`config.mk`:
```
export PLATFORM = sky130hd
export DESIGN_NAME = avgpool_div_arb
export DESIGN_NICKNAME = d
export VERILOG_FILES = /design/src/rtl/avgpool_div_pkg.sv /design/src/rtl/avgpool_recip_rom.sv /design/src/rtl/avgpool_div_arb.sv
export SDC_FILE = /design/constraint.sdc
export NUM_CORES = 1
export LEC_CHECK = 0
export CELL_PAD_IN_SITES_DETAIL_PLACEMENT = 1
export CELL_PAD_IN_SITES_GLOBAL_PLACEMENT = 2
export CORE_MARGIN = 2
export CORE_UTILIZATION = 34
export DETAILED_ROUTE_END_ITERATION = 8
export GPL_TIMING_DRIVEN = 1
export PLACE_DENSITY_LB_ADDON = 0.05
export SYNTH_ARGS = -nofsm -noshare
export SYNTH_HDL_FRONTEND = slang
export SYNTH_HIERARCHICAL = 1
export SYNTH_SLANG_ARGS = --single-unit
```
`constraint.sdc`:
```
create_clock -name clk -period 6.4 [get_ports clk]
set_input_delay 0.96 -clock clk [delete_from_list [all_inputs] [get_ports clk]]
set_output_delay 0.96 -clock clk [all_outputs]
set_load 0.1 [all_outputs]
```
`src/rtl/avgpool_div_pkg.sv`:
```
// avgpool_div_pkg: constants and FSM encoding shared by the averaging divider.
//   FRAC_BITS : fractional bits of the reciprocal table (Q3.13).
//   ROUND     : half-LSB added before the final arithmetic shift.
//   ROM_DEPTH : number of reciprocal entries (window sizes 1..64).
package avgpool_div_pkg;

    localparam int unsigned FRAC_BITS = 13;
    localparam int unsigned ROUND     = 4096;
    localparam int unsigned ROM_DEPTH = 64;
    localparam int unsigned IDX_W     = 6;
    localparam int unsigned FRAC_W    = 16;

    typedef enum logic [2:0] {
        StIdle,
        StLookup,
        StMul,
        StRnd,
        StOut
    } state_e;

endpackage

```
`src/rtl/avgpool_recip_rom.sv`:
```
// avgpool_recip_rom: reciprocal table, entry i = floor(8192 / (i + 1)).
// Ports:
//   clk_i  : clock
//   idx_i  : window size minus one (0..63)
//   frac_o : registered Q3.13 reciprocal, valid one cycle after idx_i
module avgpool_recip_rom
    import avgpool_div_pkg::*;
(
    input  logic              clk_i,
    input  logic [IDX_W-1:0]  idx_i,
    output logic [FRAC_W-1:0] frac_o
);

    logic [FRAC_W-1:0] rom_tbl [ROM_DEPTH];

    for (genvar i = 0; i < ROM_DEPTH; i++) begin : g_tbl
        assign rom_tbl[i] = FRAC_W'((1 << FRAC_BITS) / (i + 1));
    end

    // No reset: the value is only consumed one cycle after a valid index.
    always_ff @(posedge clk_i) begin
        frac_o <= rom_tbl[idx_i];
    end

endmodule

```
`src/rtl/avgpool_div_arb.sv`:
```
// avgpool_div_arb: round-robin arbiter feeding one shared window-average unit.
// A granted requester's sum is multiplied by a reciprocal of its window size,
// rounded, saturated and presented on the output until accepted.
// Ports:
//   clk, rst_n           : clock, asynchronous active-low reset
//   req_valid/req_ready  : per-requester handshake (ready one-hot or zero)
//   req_sum              : NREQ signed DW-bit window sums, slice i = requester i
//   req_cnt              : NREQ 6-bit window sizes minus one
//   out_valid/out_ready  : result handshake
//   out_data, out_id     : signed average and owning requester index
//   busy                 : high whenever a transaction is in flight
module avgpool_div_arb
    import avgpool_div_pkg::*;
#(
    parameter int unsigned NREQ = 4,
    parameter int unsigned DW   = 24,
    parameter int unsigned OW   = 16
) (
    input  logic              clk,
    input  logic              rst_n,
    input  logic [NREQ-1:0]   req_valid,
    output logic [NREQ-1:0]   req_ready,
    input  logic [NREQ*DW-1:0] req_sum,
    input  logic [NREQ*6-1:0] req_cnt,
    output logic              out_valid,
    input  logic              out_ready,
    output logic [OW-1:0]     out_data,
    output logic [2:0]        out_id,
    output logic              busy
);

    localparam int unsigned PW = DW + 17;

    localparam logic signed [PW-1:0] RoundC = PW'(ROUND);
    localparam logic signed [PW-1:0] OutMax = {{(PW - OW + 1){1'b0}}, {(OW - 1){1'b1}}};
    localparam logic signed [PW-1:0] OutMin = {{(PW - OW + 1){1'b1}}, {(OW - 1){1'b0}}};

    state_e state_q, state_d;

    logic [2:0]             ptr_q, ptr_d;
    logic signed [DW-1:0]   sum_q;
    logic [IDX_W-1:0]       idx_q;
    logic [2:0]             id_q;
    logic signed [PW-1:0]   prod_q, prod_d;
    logic [OW-1:0]          out_data_q, out_data_d;
    logic [2:0]             out_id_q;

    logic [FRAC_W-1:0]      frac;
    logic [2:0]             grant;
    logic                   grant_vld;
    logic [DW-1:0]          sum_sel;
    logic [IDX_W-1:0]       cnt_sel;
    logic                   accept;
    logic signed [PW-1:0]   sum_ext, frac_ext, rnd_full;

    // Round-robin search: first valid at or above ptr, else first valid below it.
    always_comb begin
        grant     = '0;
        grant_vld = 1'b0;
        for (int i = 0; i < int'(NREQ); i++) begin
            if (!grant_vld && req_valid[i] && i >= int'(ptr_q)) begin
                grant     = 3'(i);
                grant_vld = 1'b1;
            end
        end
        for (int i = 0; i < int'(NREQ); i++) begin
            if (!grant_vld && req_valid[i] && i < int'(ptr_q)) begin
                grant     = 3'(i);
                grant_vld = 1'b1;
            end
        end
    end

    always_comb begin
        sum_sel = '0;
        cnt_sel = '0;
        for (int i = 0; i < int'(NREQ); i++) begin
            if (grant == 3'(i)) begin
                sum_sel = req_sum[i*DW +: DW];
                cnt_sel = req_cnt[i*6 +: 6];
            end
        end
    end

    assign accept = (state_q == StIdle) && grant_vld;

    always_comb begin
        ptr_d = ptr_q;
        if (accept) begin
            ptr_d = (grant == 3'(NREQ - 1)) ? 3'd0 : grant + 3'd1;
        end
    end

    avgpool_recip_rom u_rom (
        .clk_i  (clk),
        .idx_i  (idx_q),
        .frac_o (frac)
    );

    // Signed sum times zero-extended unsigned fraction.
    assign sum_ext  = PW'(sum_q);
    assign frac_ext = $signed(PW'(frac));
    assign prod_d   = sum_ext * frac_ext;

    assign rnd_full = (prod_q + RoundC) >>> FRAC_BITS;

    always_comb begin
        if (rnd_full > OutMax) begin
            out_data_d = OutMax[OW-1:0];
        end else if (rnd_full < OutMin) begin
            out_data_d = OutMin[OW-1:0];
        end else begin
            out_data_d = rnd_full[OW-1:0];
        end
    end

    // FSM: state register
    always_ff @(posedge clk or negedge rst_n) begin
        if (!rst_n) begin
            state_q <= StIdle;
        end else begin
            state_q <= state_d;
        end
    end

    // FSM: next state
    always_comb begin
        state_d = state_q;
        unique case (state_q)
            StIdle:   if (grant_vld) state_d = StLookup;
            StLookup: state_d = StMul;
            StMul:    state_d = StRnd;
            StRnd:    state_d = StOut;
            StOut:    if (out_ready) state_d = StIdle;
            default:  state_d = StIdle;
        endcase
    end

    // FSM: outputs; ready is also held low while reset is asserted
    always_comb begin
        req_ready = '0;
        if (state_q == StIdle && grant_vld && rst_n) begin
            req_ready = NREQ'(1) << grant;
        end
        out_valid = (state_q == StOut);
        busy      = (state_q != StIdle);
    end

    always_ff @(posedge clk or negedge rst_n) begin
        if (!rst_n) begin
            ptr_q      <= '0;
            sum_q      <= '0;
            idx_q      <= '0;
            id_q       <= '0;
            prod_q     <= '0;
            out_data_q <= '0;
            out_id_q   <= '0;
        end else begin
            ptr_q <= ptr_d;
            if (accept) begin
                sum_q <= $signed(sum_sel);
                idx_q <= cnt_sel;
                id_q  <= grant;
            end
            if (state_q == StMul) begin
                prod_q <= prod_d;
            end
            if (state_q == StRnd) begin
                out_data_q <= out_data_d;
                out_id_q   <= id_q;
            end
        end
    end

    assign out_data = out_data_q;
    assign out_id   = out_id_q;

endmodule

```
# [Word level (Yosys, flattened, before mapping)]
# Memory sizes are Yosys's and may differ from the RTL's. A register that Yosys moved wholly into a read port is not among the register bits.
# Cells that the tools add are included.
[op_classes] n_mul=1 shifts=1 addsub=2 eq_ne=9 magnitude_cmp=10 mux=30 n_reduce_logical=28 n_bitwise=1
[ops] op="$mux 24" n=4
[ops] op="$add 41x14->41 const B" n=1
[ops] op="$mul 24x17->41" n=1
[ops] op="$mux 16" n=2
[ops] op="$gt 28x16->1 const B" n=1
[ops] op="$lt 28x16->1 const B" n=1
[ops] op="$mux 6" n=4
[ops] op="$mux 3" n=7
[ops] op="$logic_and 1x1->1" n=17
[ops] op="$pmux 3 s5" n=1
[ops] op="$eq 3x2->1 const B" n=4
[ops] op="$mux 1" n=9
[ops] op="$logic_not 1->1" n=7
[ops] op="$not 6->7" n=1
[ops] op="$eq 3x1->1 const B" n=2
[ops] op="$ge 1x3->1 const A" n=2
[ops] op="$ge 2x3->1 const A" n=2
[ops] op="$logic_not 3->1" n=2
[ops] op="$lt 1x3->1 const A" n=2
[ops] op="$lt 2x3->1 const A" n=2
[ops] op="$mux 2" n=2
[ops] op="$mux 4" n=1
[ops] op="$shl 1x3->4 const A" n=1
[ops] op="$add 3x1->3 const B" n=1
[ops] op="other kinds (5)" n=5
[word_totals] in_bits=127 n_memories=1 rom_bits=1024 output_inout_bits=25 ff_bits=99
[memory_table] name="(no name shown)" words=64 word_bits=16 read_ports=1 rd_ports_with_merged_regs=1 wr=0 line_no="avgpool_recip_rom.sv:22" source="frac_o <= rom_tbl[idx_i];"

# [Longest topological paths before layout]
[depth] depth_word=36 depth_mapped=23

# [Cells and area by module]
# Netlist, hierarchy kept.
[modules_own_cells] mod="avgpool_div_arb" n_inst=1 cells_each=2108 seq_area_each_um2=2102.0 area_per_inst_um2=18405.2
[modules_own_cells] mod="avgpool_recip_rom" n_inst=1 cells_each=148 seq_area_each_um2=280.3 area_per_inst_um2=1172.4

# [Least setup slack after synthesis]
# No wires, ideal clock.
[synth_timing] kind="reg2reg" start="register sum_q[10]" end="register prod_q[30]" synth_period_minus_slack_ns=6.168 required_ns=6.331 n_path_buf=1 t_arrival_ns=6.098 path_slack_ns=0.232 path_stages_with_launch=20 path_cell_list="dfrtp_1 clkbuf_1 nand2_1 fa_1 fa_1 fa_1 inv_1 fa_1 fa_1 inv_1 fa_1 inv_1 ha_1 nand4_1 a2111oi_2 a211oi_1 or4_1 a21bo_2 a211o_1 nand3_1"
[synth_via] elab_chain_len=1
[synth_lines] item="start: declaration" line_no="avgpool_div_arb.sv:41" source="logic signed [DW-1:0] sum_q;"
[synth_lines] item="start signal: assignment" line_no="avgpool_div_arb.sv:161" source="sum_q <= $signed(sum_sel);"
[synth_lines] item="$mul 24x17->41" line_no="avgpool_div_arb.sv:103" source="assign prod_d = sum_ext * frac_ext;"
[synth_lines] item="end signal: assignment" line_no="avgpool_div_arb.sv:166" source="prod_q <= prod_d;"
[synth_lines] item="end: declaration" line_no="avgpool_div_arb.sv:44" source="logic signed [PW-1:0] prod_q, prod_d;"
# Every way passes these cells.
# A chain may end at the register's enable or synchronous reset.

# [Final worst setup path]
[layout_timing] start="register sum_q[17]" end="register prod_q[40]"
# Same word-level chain as after synthesis.

==> flow_summary.yaml <==
run_status:
  outcome: "finished clean"
timing:
  slew-limit-headroom: 0.195
  period_minus_slack_ns: 6.20
  hold_viol_final: 0
  final-setup-viol-count: 0
  fin_worst_skew_ns: 0.00907
  rsz0062_at_grt: "true"
  fin_crit_sh: 0.968
  worstMarginPinSlew_ns: 1.20
  fmax_mhz: 161
  drv_slew: 0
die:
  die_x_um: 244
  row_count: 87
  ios: 152
  dieHeight_um: 244
  core_area_um2: 56700
  dieArea_um2: 59500
  initial_utilization: 0.345
detailed_routing:
  drc: 0
  vias: 15700
  antenna_left: 0
  drt-initial-drc-count: 482
  viasPerCell: 4.90
  wirelength_um: 59200
  first_pass_iters: 4
  wl_per_cell_um: 18.5
place:
  placed_cell_area_um2: 22500
  gp_congestion: 0.809
  hpwl_um: 49200
  portBuffers: 150
cells_and_area:
  n_fill_cell: 6614
  multi_input_area_um2: 15200
  regArea_um2: 2430
  nets: 3056
  drive_above_1_share: 0.0970
  num_antenna_cells: 0
  area_growth_pct: 19.1
  finish.instance_area_um2: 23300
critical_path:
  crit_fanout: 8
  cp_top_family: "adder cells"
  critPathLaunch: "sum_q[17]"
  crit_cells: 21
  slowest_delay_ns: 0.56
  crit_path_frequent_cell: "fa_1"
  r2r_start: "sum_q[17]"
  path_class: "flip-flop to flip-flop"
  endpoint: "prod_q[40]"
  rrSetupSlack_ns: 0.20
  r2r_end: "prod_q[40]"
  rr_worst_depth: 21
  cpMaxStageDelayCell: "fa_1"
  path_cells: "buf_12, buf_4, nand2_1, fa_1, inv_1, fa_1, fa_1, fa_1, fa_1, inv_1, fa_1, inv_1, ha_1, o21a_1, nor2_1, a21oi_1, or4_1, a21o_1, a31o_2, a211o_1, o211ai_1"
  cp-start-kind: "flip-flop"
  cp-end-kind: "flip-flop"
  path_buf_inv: 5
  crit_required_ns: 6.71
  cp.arrival_ns: 6.51
global_routing:
  grt_pass1_wl_um: 96600
  overflow: 0
  grtUsageTotal: 0.206
  antenna_found_initial: 0
  grt_max_degree: 66
  grt_pass1_vias: 18100
yosys:
  synth_cells: 2256
  synth.largest_area_cell: "fa_1"
  synth_area_leaders: "fa_1 38%, dfrtp_1 11%, inv_1 8.6%"
  yosysTopAreaCellShare: 0.383
  yosysMostFrequentCell: "inv_1"
  yosysWarnings: 6
  avgSynthCellArea_um2: 8.68
  synth_flop_cell: "dfrtp_1"
  synth_area_um2: 19600
  synth_edf_count: 0
  synthDistinctLibCells: 82
  synthTopCellsByCount: "449 x inv_1, 375 x fa_1, 305 x nand2_1"
  yosysSeqAreaShare: 0.122
  async_reset_ff_frac: 0.857
  ys_seq_elements: 98
cts:
  numCtsBuffers: 9
  worstSkewPairLatency_ns: 0.39
  cts_tree: "yes"
  clock-sinks: 98
  cts_htree_levels: 3
  cts-root-buf: "clkbuf_16"
  cts.clk_slew.worst_paths_ns: 0.08
  clockBufferDepth: 2
worst_hold_path:
  hold_class: "flip-flop to flip-flop"
job:
  maxCapViolCount: 0
[stage by stage]
step                 util  worst slack (ns)  hold WS (ns)  std cells  TNS (ns)
detailed placement  0.397            -0.153         0.499       3160    -0.201
global placement    0.397           -0.0216         0.489       3160   -0.0216
global route        0.411           -0.0159         0.534       3199   -0.0294
floorplan               -             0.232         0.457       2257         0
CTS                 0.403            0.0218         0.519       3176         0
finish              0.411             0.203         0.511       3199         0
[layer usage]
metal  vias up  GRT usage  wire length [um]
met1      8218      0.250             26100
met5         -          0                 0
li1       7302          -                 -
met2       107      0.388             31100
met3        53     0.0158               641
met4         0     0.0579              1420
[cells by family (layout without fill, tap and decap cells)]
family,after synthesis,count (layout),synth area share
simple gates,714,714,0.174
buf+inv,562,748,0.112
fa+ha+maj,491,491,0.458
compound gates,326,326,0.104
flops,98,98,0.122
xor+xnor,51,51,0.0228
mux,12,12,0.00697
other cells,2,3,0.000384
[registers in the layout (all words and copies together) (netlist names)]
| signal | cells |
|---|---|
| id_q | 2 |
| idx_q | 6 |
| out_data | 16 |
| out_id | 2 |
| prod_q | 29 |
| ptr_q | 2 |
| state_q | 3 |
| sum_q | 24 |
| u_rom/frac_o | 14 |
[cell type report]
type | instances | area share
timing repair buffer | 282 | 0.119
clock inverter | 7 | 0.00467
tap | 756 | 0.0406
inverter | 450 | 0.0724
clock buffer | 9 | 0.00966
multi-input combinational | 1597 | 0.650
sequential | 98 | 0.104
[worst reg2reg max path, cell delays in order (launching register included)]
cell      delay (ns)
dfrtp_2         0.49
buf_12          0.15
buf_4           0.14
nand2_1         0.08
fa_1            0.54
inv_1           0.06
fa_1            0.49
fa_1            0.47
fa_1            0.42
fa_1            0.56
inv_1           0.06
fa_1            0.53
inv_1           0.05
ha_1            0.31
o21a_1          0.19
nor2_1          0.15
a21oi_1         0.10
or4_1           0.49
a21o_1          0.20
a31o_2          0.27
a211o_1         0.29
o211ai_1        0.08
[worst min-delay path by stage]
stage / from / to / slack [ns] / cells past startpoint
after floorplan: state_q[2] / state_q[1] / 0.46 / 1
after global placement: id_q[0] / out_id[0] / 0.49 / 1
after detailed placement: out_id[0] / out_id[0] / 0.50 / 1
after CTS: out_id[1] / out_id[1] / 0.52 / 1
after global routing: out_id[1] / out_id[1] / 0.53 / 1
final: state_q[2] / state_q[1] / 0.51 / 1
[layout by cell type, fill, tap and decap left out, types with 9 or more instances in the layout]
cell,netlist,routed
inv_1,449,449
fa_1,375,372
nand2_1,305,305
and2_1,155,155
clkdlybuf4s50_1,0,147
a21oi_1,141,138
nor2_1,137,133
buf_4,7,110
ha_1,116,109
dfrtp_1,84,69
o21ai_0,50,47
a22oi_1,31,31
xnor2_1,28,28
xor2_1,23,23
a21o_1,18,17
buf_12,0,16
nand4_1,15,15
nor2b_1,16,15
dfrtp_2,0,15
nor3_1,14,14
nand3_1,15,14
clkbuf_16,0,13
o22a_1,12,12
and3_1,11,11
mux2_2,9,9
[repair_timing]
| item | CTS | global route |
|---|---|---|
| setup buffers | 0 | 19 |
| resized for setup | 7 | 55 |
| hold buffers | 0 | 0 |
| endpoints found under the setup margin | 6 | 18 |
| pin swaps | 1 | 25 |
| cloned | 0 | 4 |
Power is not shown: default switching activity piles up to over one toggle a cycle in this logic, so the estimate is an artifact.
